<file path="config.mk">
export PLATFORM = sky130hd
export DESIGN_NAME = systolic_data_setup_flat
export DESIGN_NICKNAME = d
export VERILOG_FILES = /design/src/rtl/systolic_data_setup_if.sv /design/src/rtl/systolic_data_setup.sv /design/src/flat_wrapper.sv
export SDC_FILE = /design/constraint.sdc
export NUM_CORES = 1
export LEC_CHECK = 0
export ABC_AREA = 1
export CORE_MARGIN = 2
export CORE_UTILIZATION = 45
export CTS_BUF_LIST = sky130_fd_sc_hd__clkbuf_16
export CTS_CLUSTER_SIZE = 12
export DETAILED_ROUTE_END_ITERATION = 8
export PLACE_DENSITY = 0.75
export SETUP_SLACK_MARGIN = 0.2
export SLEW_MARGIN = 0
export SYNTH_ARGS = -nofsm -noshare
export SYNTH_HDL_FRONTEND = slang
export SYNTH_SLANG_ARGS = --single-unit
</file>
<file path="constraint.sdc">
create_clock -name clk -period 1.5 [get_ports clk]
set_clock_uncertainty 0.1 [all_clocks]
set_input_delay 0.3 -clock clk [delete_from_list [all_inputs] [get_ports clk]]
set_output_delay 0.3 -clock clk [all_outputs]
set_load 0.02 [all_outputs]
</file>
<file path="src/rtl/systolic_data_setup_if.sv">
// Row handshake into the systolic feeder and the skewed stream out to the MMU.
// The feeder takes the slave side; whoever supplies rows and consumes the diagonal takes master.
interface systolic_data_setup_if #(
  parameter int unsigned MATRIX_WIDTH = 4
) ();
  logic                         in_valid;
  logic                         in_ready;
  logic [MATRIX_WIDTH-1:0][7:0] in_data;
  logic                         in_signed;
  logic                         in_last;
  logic [MATRIX_WIDTH-1:0][7:0] systolic_data;
  logic                         systolic_signed;

  modport master (
    output in_valid, in_data, in_signed, in_last,
    input  in_ready, systolic_data, systolic_signed
  );

  modport slave (
    input  in_valid, in_data, in_signed, in_last,
    output in_ready, systolic_data, systolic_signed
  );
endinterface

</file>
<file path="src/rtl/systolic_data_setup.sv">
// Diagonal skew feeder for the systolic MMU: lane k trails lane 0 by k cycles, plus sign framing.
// Optional per-batch row counter output when SYSTOLIC_SETUP_ROW_COUNT_EN is defined.
module systolic_data_setup #(
  parameter int unsigned MATRIX_WIDTH = 4
) (
  input  logic                 clk,
  input  logic                 rst,
  input  logic                 enable,
  systolic_data_setup_if.slave bus,
  output logic                 busy,
  output logic                 done
`ifdef SYSTOLIC_SETUP_ROW_COUNT_EN
  ,
  output logic [15:0]          row_count
`endif
);

  localparam int unsigned CntW = $clog2(MATRIX_WIDTH + 1);

  typedef enum logic [1:0] {StIdle, StStream, StDrain} state_e;

  state_e                       state_q, state_d;
  logic [CntW-1:0]              drain_q, drain_d;
  logic                         done_q, done_d;
  logic                         run_q;
  logic                         batch_sign_q;
  logic [MATRIX_WIDTH-1:0]      first_q;
  logic                         in_ready;
  logic                         accept;
  logic                         first_accept;
  logic [MATRIX_WIDTH-1:0][7:0] lane_out;

  // run_q keeps in_ready low while reset is held and until the first edge after release.
  assign in_ready     = enable & run_q & (state_q != StDrain);
  assign accept       = bus.in_valid & in_ready;
  assign first_accept = accept & (state_q == StIdle);

  always_comb begin
    state_d = state_q;
    drain_d = drain_q;
    done_d  = 1'b0;
    unique case (state_q)
      StIdle: begin
        if (accept) begin
          if (bus.in_last) begin
            state_d = StDrain;
            drain_d = CntW'(MATRIX_WIDTH);
          end else begin
            state_d = StStream;
          end
        end
      end
      StStream: begin
        if (accept && bus.in_last) begin
          state_d = StDrain;
          drain_d = CntW'(MATRIX_WIDTH);
        end
      end
      StDrain: begin
        drain_d = drain_q - 1'b1;
        if (drain_q == CntW'(1)) begin
          done_d  = 1'b1;
          state_d = StIdle;
        end
      end
      default: state_d = StIdle;
    endcase
  end

  always_ff @(posedge clk or negedge rst) begin
    if (!rst) begin
      state_q <= StIdle;
      drain_q <= '0;
      done_q  <= 1'b0;
    end else if (enable) begin
      state_q <= state_d;
      drain_q <= drain_d;
      done_q  <= done_d;
    end
  end

  always_ff @(posedge clk or negedge rst) begin
    if (!rst) begin
      run_q <= 1'b0;
    end else begin
      run_q <= 1'b1;
    end
  end

  // first_q marks the diagonal of the batch's first row; the sign is shown while it crosses lanes.
  always_ff @(posedge clk or negedge rst) begin
    if (!rst) begin
      batch_sign_q <= 1'b0;
      first_q      <= '0;
    end else if (enable) begin
      if (first_accept) begin
        batch_sign_q <= bus.in_signed;
      end
      first_q[0] <= first_accept;
      for (int i = 1; i < int'(MATRIX_WIDTH); i++) begin
        first_q[i] <= first_q[i-1];
      end
    end
  end

  for (genvar k = 0; k < int'(MATRIX_WIDTH); k++) begin : g_lane
    logic [k:0][7:0] sr_q;

    always_ff @(posedge clk or negedge rst) begin
      if (!rst) begin
        sr_q <= '0;
      end else if (enable) begin
        sr_q[0] <= accept ? bus.in_data[k] : 8'h00;
        for (int i = 1; i <= k; i++) begin
          sr_q[i] <= sr_q[i-1];
        end
      end
    end

    assign lane_out[k] = sr_q[k];
  end

`ifdef SYSTOLIC_SETUP_ROW_COUNT_EN
  logic [15:0] row_cnt_q;

  always_ff @(posedge clk or negedge rst) begin
    if (!rst) begin
      row_cnt_q <= '0;
    end else if (first_accept) begin
      row_cnt_q <= 16'd1;
    end else if (accept && (row_cnt_q != 16'hFFFF)) begin
      row_cnt_q <= row_cnt_q + 16'd1;
    end
  end

  assign row_count = row_cnt_q;
`endif

  assign bus.in_ready        = in_ready;
  assign bus.systolic_data   = lane_out;
  assign bus.systolic_signed = batch_sign_q & (|first_q);
  assign busy                = (state_q != StIdle);
  assign done                = done_q;

endmodule

</file>
<file path="src/flat_wrapper.sv">
// flat-port wrapper written by rule: the top's interface ports become plain ports
module systolic_data_setup_flat 
#(
  parameter int unsigned MATRIX_WIDTH = 4
)
  (clk, rst, enable, busy, done, bus_in_valid, bus_in_data, bus_in_signed, bus_in_last, bus_in_ready, bus_systolic_data, bus_systolic_signed);
  systolic_data_setup_if #(.MATRIX_WIDTH(MATRIX_WIDTH)) bus_i ();
  input  logic clk;
  input  logic rst;
  input  logic enable;
  output logic busy;
  output logic done;
  input wire logic [$bits(bus_i.in_valid)-1:0] bus_in_valid;
  input wire logic [$bits(bus_i.in_data)-1:0] bus_in_data;
  input wire logic [$bits(bus_i.in_signed)-1:0] bus_in_signed;
  input wire logic [$bits(bus_i.in_last)-1:0] bus_in_last;
  output wire logic [$bits(bus_i.in_ready)-1:0] bus_in_ready;
  output wire logic [$bits(bus_i.systolic_data)-1:0] bus_systolic_data;
  output wire logic [$bits(bus_i.systolic_signed)-1:0] bus_systolic_signed;
  assign bus_i.in_valid = bus_in_valid;
  assign bus_i.in_data = bus_in_data;
  assign bus_i.in_signed = bus_in_signed;
  assign bus_i.in_last = bus_in_last;
  assign bus_in_ready = bus_i.in_ready;
  assign bus_systolic_data = bus_i.systolic_data;
  assign bus_systolic_signed = bus_i.systolic_signed;
  systolic_data_setup #(.MATRIX_WIDTH(MATRIX_WIDTH)) u_core (.clk(clk), .rst(rst), .enable(enable), .bus(bus_i), .busy(busy), .done(done));
endmodule
</file>
### Word level (Yosys, flattened, before mapping)

Index checks and enable logic that the tools add are counted.

* bits in registers: 92
* latch bits: 0
* RAM bits: 0
* ROM bits: 0
* input port bits: 38
* output and inout bits: 36
* logic and storage cells: 53
* memories kept: 0

* add/subtract/negate cells: 1
* multipliers: 0
* div/mod/pow operators: 0
* order comparisons: 0
* equal/unequal tests: 8
* shift operators: 0
* mux-type cells: 15
* bitwise operators: 5
* reduce and logical (&&, ||, !) cells: 8

Operators with widths (count)
* $mux W8: 4
* $mux W3: 3
* $pmux W3 S3: 1
* $mux W2: 4
* $ne A2 B1 Y1 const B: 3
* $pmux W2 S3: 1
* $and A1 B1 Y1: 5
* $reduce_and A5 Y1: 1
* $ne A2 B2 Y1 const B: 2
* $reduce_and A4 Y1: 1
* $reduce_or A4 Y1: 1
* $eq A3 B1 Y1 const B: 1
* $reduce_bool A3 Y1: 1
* $sub A3 B1 Y3 const B: 1
* $eq A2 B1 Y1 const B: 1
* $eq A2 B2 Y1 const B: 1
* $logic_not A2 Y1: 1
* $mux W1: 2
* $reduce_and A2 Y1: 1
* $reduce_bool A2 Y1: 1
* $logic_and A1 B1 Y1: 1

### Longest topological paths before layout

* depth in word-level cells: 6
* mapped depth: 9
* gate-level depth less buffers: 9

### Worst setup path after synthesis

No wires, ideal clock.

* path kind: flip-flop to flip-flop
* from: register u_core.state_q[1]
* to: register u_core.state_q[1]
* library setup time: 118 ps
* data arrival time: 1082 ps
* required time: 1282 ps
* setup slack: 200 ps
* stages on the path, launching flop included: 9
* buffers on the path: 0
* period minus slack after synthesis: 1300 ps
* cells stage by stage: dfrtp_1 -> inv_1 -> nor2_1 -> nor2_2 -> nand3_1 -> nand2_1 -> nand2_1 -> nand2_1 -> nand2_1

* longest elaborated chain between the ends: 6
* elaborated cells on any way between the ends: 12
* those cells by class: 6 x eq/ne; 1 x mux; 2 x bitwise; 3 x reduce/logical

Ends and longest elaborated chain
* from (decl): line systolic_data_setup.sv:22 `state_e state_q, state_d;`
* from (signal assigned): line systolic_data_setup.sv:72 `state_q <= StIdle;`
* from (signal assigned): line systolic_data_setup.sv:76 `state_q <= state_d;`
* $ne A2 B2 Y1 *: line systolic_data_setup.sv:34 `assign in_ready = enable & run_q & (state_q != StDrain);`
* $and A1 B1 Y1 *: line systolic_data_setup.sv:34
* named net bus_in_ready: line flat_wrapper.sv:17 `output wire logic [$bits(bus_i.in_ready)-1:0] bus_in_ready;`
* $and A1 B1 Y1 *: line systolic_data_setup.sv:35 `assign accept = bus.in_valid & in_ready;`
* $logic_and A1 B1 Y1: line systolic_data_setup.sv:54 `if (accept && bus.in_last) begin`
* $ne A2 B1 Y1 (no source line)
* $reduce_and A4 Y1 (no source line) *

Mark *: on every way through the listed nets, which the timed path passes. The rest lies on a longest branch.
A chain may end at the register's enable or synchronous reset.

### Final worst setup path

* from: register u_core.state_q[1]
* to: output port bus_in_ready

* longest elaborated chain between the ends: 2

Ends and longest elaborated chain (line)
* $ne A2 B2 Y1: systolic_data_setup.sv:34
* $and A1 B1 Y1: systolic_data_setup.sv:34
* to (decl): flat_wrapper.sv:17

No other way between the ends.

==> reports/metrics.csv <==
metric,value,unit
status,"finished, violations left",
failing checks,setup timing,
total global routing overflow,0,
number of top-level pins,74,
Fillers,646,
clk sinks,92,
die width,94.5,um
die height,94.5,um
Final Hold Vio Count,0,
Clock Path Buffers,2,
DRT iter0 DRCs,168,
Die Area,0.00894,mm2
row cnt,33,
period utilisation layout,100,%
reg2reg end,u_core.g_lane[2].sr_q[7],
"reg-to-reg slack, setup",0.02,ns
core area,0.00809,mm2
quantity of I/O buffers inserted on ports,73,
syn_nets,408,
Final Max Tran Viols,0,
crit path from,u_core.state_q[1],
Pwr Density,1370,mW/mm2
Critical Path AT,1.10,ns
worst min-delay path category,input pin to asynchronous set/reset pin,
Period minus WS final,1.50,ns
vias in the first global route,2595,
Avg Synthesized Cell Area,10.0,um2
maximum clock rate,665,MHz
clk slew on worst S/H paths,0.06,ns
placed insts,519,
routability cong.,0.839,
Clock Root Buffer,clkbuf_16,
initial core utilization,45.6,%
"Seq/Total Area, Yosys",62.4,%
Max Cap Violations,0,
Total GRT Usage,17.6,%
DRC viols,0,
largest net degree at the start of global routing,68,
CTS tree,built,
worst setup path category,flop to output port,
CP endpoint,bus_in_ready,
H-tree Lvls,3,
Yosys reg bits,92,
Yosys Warn Count,0,
setup violators final,2,
CP endpoint kind,output port,
Register-to-Register Path Depth,7,
worst setup margin,-0.00456,ns
reg2reg start,u_core.state_q[0],
layout cells sized above 1,29.9,%
Startpoint Class,flop,
RSZ-0062 raised after global routing,true,
DRT antenna net count,0,
Final nets,490,
detailed placer's ending HPWL,4710,um
First-pass DRT Iterations,4,
Num CTS Buffers,9,
Post-Synthesis Cells,368,
DR vias/cell,4.88,
via count,2735,
n_diodes,0,
library cells used by synthesis,22,
initial antenna violation count,0,
final wirelength,8180,um
worst hold slack,0.230,ns
worst vdd ir,946,uV
global-route wire length before repair,12100,um
crit-path max FO,3,
Final Instance Count excl. Fillers,560,
post-synthesis cell area,0.00369,mm2
Area growth syn-to-layout,38.4,%
Pleak,2.48,nW
clock latency on the worst-skew pair,0.33,ns
wire per inst,14.6,um
worst endpoint required time,1.10,ns
==> placed cells by master, fill, tap and decap left out, types with 2 or more instances in the layout <==
master           netlist  layout
dfrtp_1               92      91
nand2_1               88      70
o21ai_0               58      47
clkdlybuf4s50_1        0      35
buf_4                 25      33
inv_1                 40      32
a22o_1                20      20
buf_2                  0      18
buf_6                  3      15
nand2_2                1      12
clkbuf_16              0      11
o21ai_1                3      10
inv_2                  2       9
nand2_4                0       7
buf_12                 0       5
o21ai_2                0       4
nand3_1                6       4
nor2_4                 0       3
nor2_1                 5       3
nand3_4                0       2
nand3_2                2       2
ha_1                   2       2
clkinv_4               0       2
clkinv_1               0       2
buf_16                 0       2
==> power by group <==
group          switching (mW)  internal, mW
logic                   0.953         0.860
clock network           0.911          1.28
registers               0.183          2.80
total                    2.05          4.94
==> final cells by class <==
class	count	area, um2	share of cell area, %
Multi-Input combinational cell	192	1110	21.8
Inverter	43	176	3.46
Sequential cell	92	2300	45.1
Timing Repair Buffer	112	1090	21.3
Clock buffer	9	225	4.41
Clock inverter	7	67.6	1.32
Tap cell	105	131	2.57
==> state kept, by name, indices dropped and copies added, names as in the netlist <==
register                  flops
u_core.first_q                4
u_core.g_lane.sr_q           56
u_core.run_q                  1
u_core.done                   1
u_core.bus.systolic_data     24
u_core.drain_q                3
u_core.batch_sign_q           1
u_core.state_q                2
==> stage by stage <==
| stage | setup slack, ns | TNS (ns) | instance area, um2 | total power [mW] | util, % |
|---|---|---|---|---|---|
| after floorplan | 0.266 | 0 | 3700 | 3.79 | - |
| after global placement | -0.118 | -0.236 | 4450 | 4.30 | 55.0 |
| after detailed placement | -0.146 | -0.448 | 4450 | 4.37 | 55.0 |
| after CTS | 0.00222 | 0 | 4750 | 6.68 | 58.6 |
| after global routing | -0.0559 | -0.294 | 5100 | 7.33 | 63.1 |
| final | -0.00456 | -0.00493 | 5100 | 6.99 | 63.1 |
==> worst min path at each step <==
stage | startpoint | end | slack [ns] | cells after the start
2_1_floorplan | rst | u_core.batch_sign_q | -0.1 | 0
3_3_place_gp | rst | u_core.state_q[0] | 0.02 | 1
3_5_place_dp | rst | u_core.state_q[1] | 0.03 | 1
4_1_cts | rst | u_core.state_q[1] | 0.21 | 2
5_1_grt | rst | u_core.state_q[1] | 0.22 | 2
6_report | rst | u_core.state_q[1] | 0.23 | 2
==> worst max-delay path, cell delays in order (launching register included) <==
cell	delay (ns)
dfrtp_1	0.42
inv_2	0.09
nor2_4	0.04
nor2_4	0.10
buf_6	0.13
==> synthesized netlist by cell type <==
library cell	instances	area share, %
nor2_1	5	0.51
inv_4	1	0.17
or2_2	1	0.17
o21ai_0	58	7.9
a22o_1	20	4.7
inv_2	2	0.20
nand2_2	1	0.17
a21oi_1	2	0.27
a41oi_1	1	0.24
ha_1	2	0.68
buf_4	25	5.1
nand3_2	2	0.54
inv_1	40	4.1
buf_1	2	0.20
nand2_1	88	9.0
o21ai_1	3	0.41
buf_6	3	0.92
nand3_1	6	0.81
nor2_2	2	0.34
clkbuf_1	11	1.1
conb_1	1	0.10
dfrtp_1	92	62
==> layer usage <==
| layer | track usage [%] | routed length [um] | vias to the layer above |
|---|---|---|---|
| met5 | 0 | 0 | - |
| met4 | 6.88 | 153 | 0 |
| met3 | 5.27 | 418 | 15 |
| met2 | 28.2 | 4050 | 70 |
| met1 | 22.8 | 3550 | 1332 |
| li1 | - | - | 1318 |
==> cells by family after synthesis <==
family / share of synthesized area, %
simple gates: 11.5
flops: 62.4
compound gates: 13.5
buf+inv: 11.8
fa+ha+maj: 0.678
other cells: 0.102
==> what timing repair did <==
item,in CTS,in global routing
endpoints found under the hold margin,92,0
buffers inserted,5,15
gates resized for setup,172,75
gates cloned,2,2
hold buffers,1,0
pin swaps,6,11
setup endpoints to repair,74,60
Note: power is estimated with default switching activity, not from simulation.
==> edit 1: new RTL, same settings <==
`MATRIX_WIDTH` is set to 4 in 3 places; all go to 8.
--- a/src/rtl/systolic_data_setup_if.sv
+++ b/src/rtl/systolic_data_setup_if.sv
@@ -1,7 +1,7 @@
 // Row handshake into the systolic feeder and the skewed stream out to the MMU.
 // The feeder takes the slave side; whoever supplies rows and consumes the diagonal takes master.
 interface systolic_data_setup_if #(
-  parameter int unsigned MATRIX_WIDTH = 4
+  parameter int unsigned MATRIX_WIDTH = 8
 ) ();
   logic                         in_valid;
   logic                         in_ready;
--- a/src/rtl/systolic_data_setup.sv
+++ b/src/rtl/systolic_data_setup.sv
@@ -1,7 +1,7 @@
 // Diagonal skew feeder for the systolic MMU: lane k trails lane 0 by k cycles, plus sign framing.
 // Optional per-batch row counter output when SYSTOLIC_SETUP_ROW_COUNT_EN is defined.
 module systolic_data_setup #(
-  parameter int unsigned MATRIX_WIDTH = 4
+  parameter int unsigned MATRIX_WIDTH = 8
 ) (
   input  logic                 clk,
   input  logic                 rst,
--- a/src/flat_wrapper.sv
+++ b/src/flat_wrapper.sv
@@ -1,7 +1,7 @@
 // flat-port wrapper written by rule: the top's interface ports become plain ports
 module systolic_data_setup_flat 
 #(
-  parameter int unsigned MATRIX_WIDTH = 4
+  parameter int unsigned MATRIX_WIDTH = 8
 )
   (clk, rst, enable, busy, done, bus_in_valid, bus_in_data, bus_in_signed, bus_in_last, bus_in_ready, bus_systolic_data, bus_systolic_signed);
   systolic_data_setup_if #(.MATRIX_WIDTH(MATRIX_WIDTH)) bus_i ();
Ports: changed (resized bus_in_data and bus_systolic_data); port bits go from 74 to 138. The function was not compared with the original's and may differ.
==> edit 1 against the original RTL <==
- the run still ends with negative setup slack left
- cell area increased to 3.1 times the old value
- largest cell class unchanged
- routed wire length increased to 3.1 times the old value
- sequential power increased to 3.3 times the old value
- total power increased to 3.1 times the old value
- die area increased to 3.1 times the old value
- worst setup slack got worse by 290 ps
- sequential share of layout area increased by 3.5 points
- sequential cell count increased by 213
- first-iteration DRC count increased to 3.0 times the old value
- highest routed layer is now met5
- via count increased to 3.0 times the old value
- maximum frequency decreased by 16%
- count of clock-buffer cells in the layout increased by 28
- largest power group unchanged
- synthesized area increased to 3.2 times the old value
- critical path depth unchanged
==> edit 1: results <==
synthesis:
  seq_area_frac_synth: 0.646
  yosys_warnings: 0
  async_reset_ff_frac: 1.00
  yosys-top-cells-count: "dfrtp_1, nand2_1, o21ai_0"
  syn_nets: 1248
  ys.flop_type: "dfrtp_1"
  synth_cell_types: 22
  synthTopCellsByArea: "dfrtp_1, o21ai_0, nand2_1"
global_route:
  globalRouteMet3Util: 0.0377
  grt_pass1_wl_um: 41500
  track_usage: 0.183
  met1_usage: 0.248
  grt_start_max_net_pins: 113
  antenna_found_initial: 1
  grt_pass1_vias: 8278
  grt_use_met2: 0.301
placed_design:
  port_buffers: 137
  place_hpwl_um: 14400
  pre_cts_ws_ps: -143
  gp_congestion: 0.746
worst_setup_path:
  rr_endpoint: "u_core.g_lane[2].sr_q[4]$_DFFE_PN0P_"
  worst-path-max-fanout: 2
  r2r_start: "u_core.state_q[0]$_DFFE_PN0P_"
  reg2reg_depth: 10
  r2r_slack_ps: -270
cts:
  clkLatencyLatePin_ps: 500
  numCtsBuffers: 34
  path_clk_slew_ps: 50
  cts_buffer_depth: 3
  htreeDepth: 2
  root_buffer: "clkbuf_16"
hold_path:
  hold_class: "in -> async"
layout:
  nFillCells: 2082
  finalNetCount: 1421
  insertedDiodeCount: 0
  top_register: "u_core.g_lane.sr_q"
  largest_reg_flops: 232
  drive_gt1_frac: 0.220
drt:
  wl_per_cell_um: 15.0
  drt_first_pass_iters: 4
  drt_iter0_markers: 504
  vias_per_cell: 4.88
sta:
  fin_tns_setup_ps: -12050
  setup_viol: 76
  setup_ws_ps: -293
power:
  vdd_drop_max_mv: 1.03
  leakagePower_nw: 7.44
status:
  run_status: "finished, violations left"
  violations: "negative setup slack"
[edit 1: layout make-up]
cell class | count | area share
flip-flops and latches | 305 | 0.486
multi-input cells | 606 | 0.201
repair buffers | 258 | 0.185
clock buffers | 37 | 0.0590
inverters | 143 | 0.0356
well taps | 335 | 0.0267
clock inverters | 21 | 0.00542
repair inverters | 1 | 0.00104
[edit 1: timing repair]
action | CTS | global route
resized for setup | 521 | 47
hold buffers | 1 | 0
endpoints found under the setup margin | 139 | 142
pin swaps | 9 | 8
buffers inserted | 43 | 30
cloned | 9 | 0
endpoints found under the hold margin | 200 | 0
[edit 1: worst max path at each step]
stage	startpoint	depth (start not counted)	to	slack, ps
3_5_place_dp	u_core.first_q[6]$_DFFE_PN0P_	4	bus_systolic_signed	-140
2_1_floorplan	enable	8	u_core.g_lane[7].sr_q[3]$_DFFE_PN0P_	200
4_1_cts	u_core.first_q[1]$_DFFE_PN0P_	4	bus_systolic_signed	-290
5_1_grt	u_core.first_q[4]$_DFFE_PN0P_	4	bus_systolic_signed	-360
6_report	u_core.first_q[4]$_DFFE_PN0P_	4	bus_systolic_signed	-290
3_3_place_gp	u_core.first_q[6]$_DFFE_PN0P_	4	bus_systolic_signed	-140
[edit 1: where the power goes]
| part | internal (mW) | switching [mW] | leakage [nW] | total (mW) |
|---|---|---|---|---|
| logic | 2.02 | 2.06 | 2.77 | 4.07 |
| clock network | 4.39 | 3.10 | 0.535 | 7.50 |
| registers | 9.21 | 0.548 | 4.13 | 9.76 |
[edit 1: metal layers]
layer,part of all wire,vias up
li1,-,4021
met1,0.43,4046
met2,0.49,196
met3,0.051,54
met4,0.022,2
met5,0.00051,-
[edit 1: cells by family (layout without fill, tap and decap cells)]
| kind of cell | count (synthesis) | after routing | synth area share |
|---|---|---|---|
| AO/OA/AOI/OAI | 298 | 298 | 0.138 |
| adder cells (fa/ha/maj) | 2 | 2 | 0.00212 |
| buffers and inverters | 265 | 460 | 0.114 |
| flip-flops | 305 | 305 | 0.646 |
| other | 1 | 1 | 0.000317 |
| AND/OR/NAND/NOR | 305 | 305 | 0.100 |
[edit 1: critical path, stage by stage, from the launching register on]
cell	delay [ps]
dfrtp_1	370
inv_1	90
nand4_1	110
o21a_1	210
buf_6	130
[edit 1: per-stage QoR]
stage | instance area, um^2 | power, mW | util | hold WS, ps | std cells
2_1_floorplan | 11800 | 11.5 | - | -95.6 | 1176
3_3_place_gp | 13300 | 12.6 | 0.514 | 75.8 | 1565
3_5_place_dp | 13300 | 12.7 | 0.514 | 76.5 | 1565
4_1_cts | 15300 | 21.1 | 0.590 | 149 | 1676
5_1_grt | 15700 | 22.4 | 0.606 | 167 | 1706
6_report | 15700 | 21.3 | 0.606 | 152 | 1706
==> edit 2: new RTL, config.mk and constraints unchanged <==
Made on the original files. Re-encode `state_e` (3 states) as one-hot, 3 bits wide.
--- a/src/rtl/systolic_data_setup.sv
+++ b/src/rtl/systolic_data_setup.sv
@@ -17,7 +17,7 @@
 
   localparam int unsigned CntW = $clog2(MATRIX_WIDTH + 1);
 
-  typedef enum logic [1:0] {StIdle, StStream, StDrain} state_e;
+  typedef enum logic [2:0] {StIdle = 3'b001, StStream = 3'b010, StDrain = 3'b100} state_e;
 
   state_e                       state_q, state_d;
   logic [CntW-1:0]              drain_q, drain_d;
Function: same outputs for any inputs over 10 cycles, from zero or initial values and one cycle with rst low; not proved beyond that.
==> edit 2 against the original RTL <==
- the flow still finishes with violations (negative setup slack)
- synthesized area grew 3.6%
- cell area shrank 3.4%
- sequential cell count grew 1
- worst setup slack lost 120 ps
- total power shrank 2.4%
- global-route usage shrank 0.80 points
- largest cell class unchanged
- routed wire length shrank 9.5%
- register-to-register slack lost 100 ps
==> edit 2: results <==
status:
  run_status: "finished, violations left"
  violations: "negative setup slack"
placed_design:
  post_dp_cell_area_um2: 4640
  gp_congestion: 0.769
  pre_cts_ws_ps: -246
  placed_cells: 539
  place_hpwl_um: 5000
worst_setup_path:
  r2r_start: "u_core.state_q[0]$_DFFE_PN1P_"
  slowest_stage: "dfstp_2"
  reg2reg_depth: 9
  cp_top_family: "flip-flops"
  worstPathArrival_ps: 1220
  slowest_delay_ps: 540
  rr_endpoint: "u_core.drain_q[1]$_DFFE_PN0P_"
  r2r_slack_ps: -80
  worst-path-max-fanout: 2
synthesis:
  synthTopCellsByArea: "dfrtp_1, nand2_1, buf_4"
  synth_cell_types: 25
  synth_top_family_by_area: "compound AO/OA/AOI/OAI gates"
  yosys-top-cells-count: "dfrtp_1, nand2_1, inv_1"
  async_reset_ff_frac: 1.00
  synth_fa_ha_area_frac: 0.00655
  ys.flop_type: "dfrtp_1"
  syn_nets: 424
  seq_area_frac_synth: 0.609
  synthXorXnorAreaFrac: 0.00229
  avgSynthCellArea_um2: 9.95
  synth_compound_area_frac: 0.136
  yosys_warnings: 0
cts:
  cts_setup_buffers: 2
  cts_buffer_depth: 2
  cts_resized: 157
sta:
  fin_tns_setup_ps: -1040
  setup_ws_ps: -124
  setup_viol: 27
  fin_hold_ws_ps: 312
layout:
  finalNetCount: 498
  fin_cells: 568
  insertedDiodeCount: 0
  drive_gt1_frac: 0.225
power:
  p_clk_frac: 0.313
  vdd_drop_max_mv: 0.656
  internal_power_mw: 4.84
  pwr-share-comb: 0.250
  leakagePower_nw: 2.43
  pwr_density_cell_nw_per_um2: 1380
global_route:
  globalRouteMet3Util: 0.0305
  grt_pass1_wl_um: 12000
  grt_pass1_vias: 2575
  track_usage: 0.168
  grt_use_met2: 0.270
  grt_start_max_net_pins: 57
  met1_usage: 0.231
drt:
  vias_per_cell: 4.82
  wl_met2_um: 3510
  drt-met1-wl_um: 3430
  wl_per_cell_um: 13.0
  wl_met3_um: 383
  drt_iter0_markers: 87
hold_path:
  hold_class: "in -> async"
[edit 2: layout make-up]
class / instances / area [um^2]
clock inverter: 7 / 57.6
tap: 105 / 131
timing repair buffer: 104 / 925
fill: 703 / 3280
clock buffer: 9 / 225
sequential: 93 / 2330
multi-input combinational: 203 / 1090
inverter: 47 / 179
[edit 2: worst max path at each step]
stage,from,end,depth (start not counted)
final,u_core.state_q[0]$_DFFE_PN1P_,bus_in_ready,5
after global routing,u_core.state_q[0]$_DFFE_PN1P_,bus_in_ready,5
after CTS,u_core.state_q[0]$_DFFE_PN1P_,bus_in_ready,5
after detailed placement,u_core.state_q[0]$_DFFE_PN1P_,bus_in_ready,5
after global placement,u_core.state_q[0]$_DFFE_PN1P_,bus_in_ready,5
after floorplan,u_core.state_q[0]$_DFFE_PN1P_,u_core.drain_q[0]$_DFFE_PN0P_,9
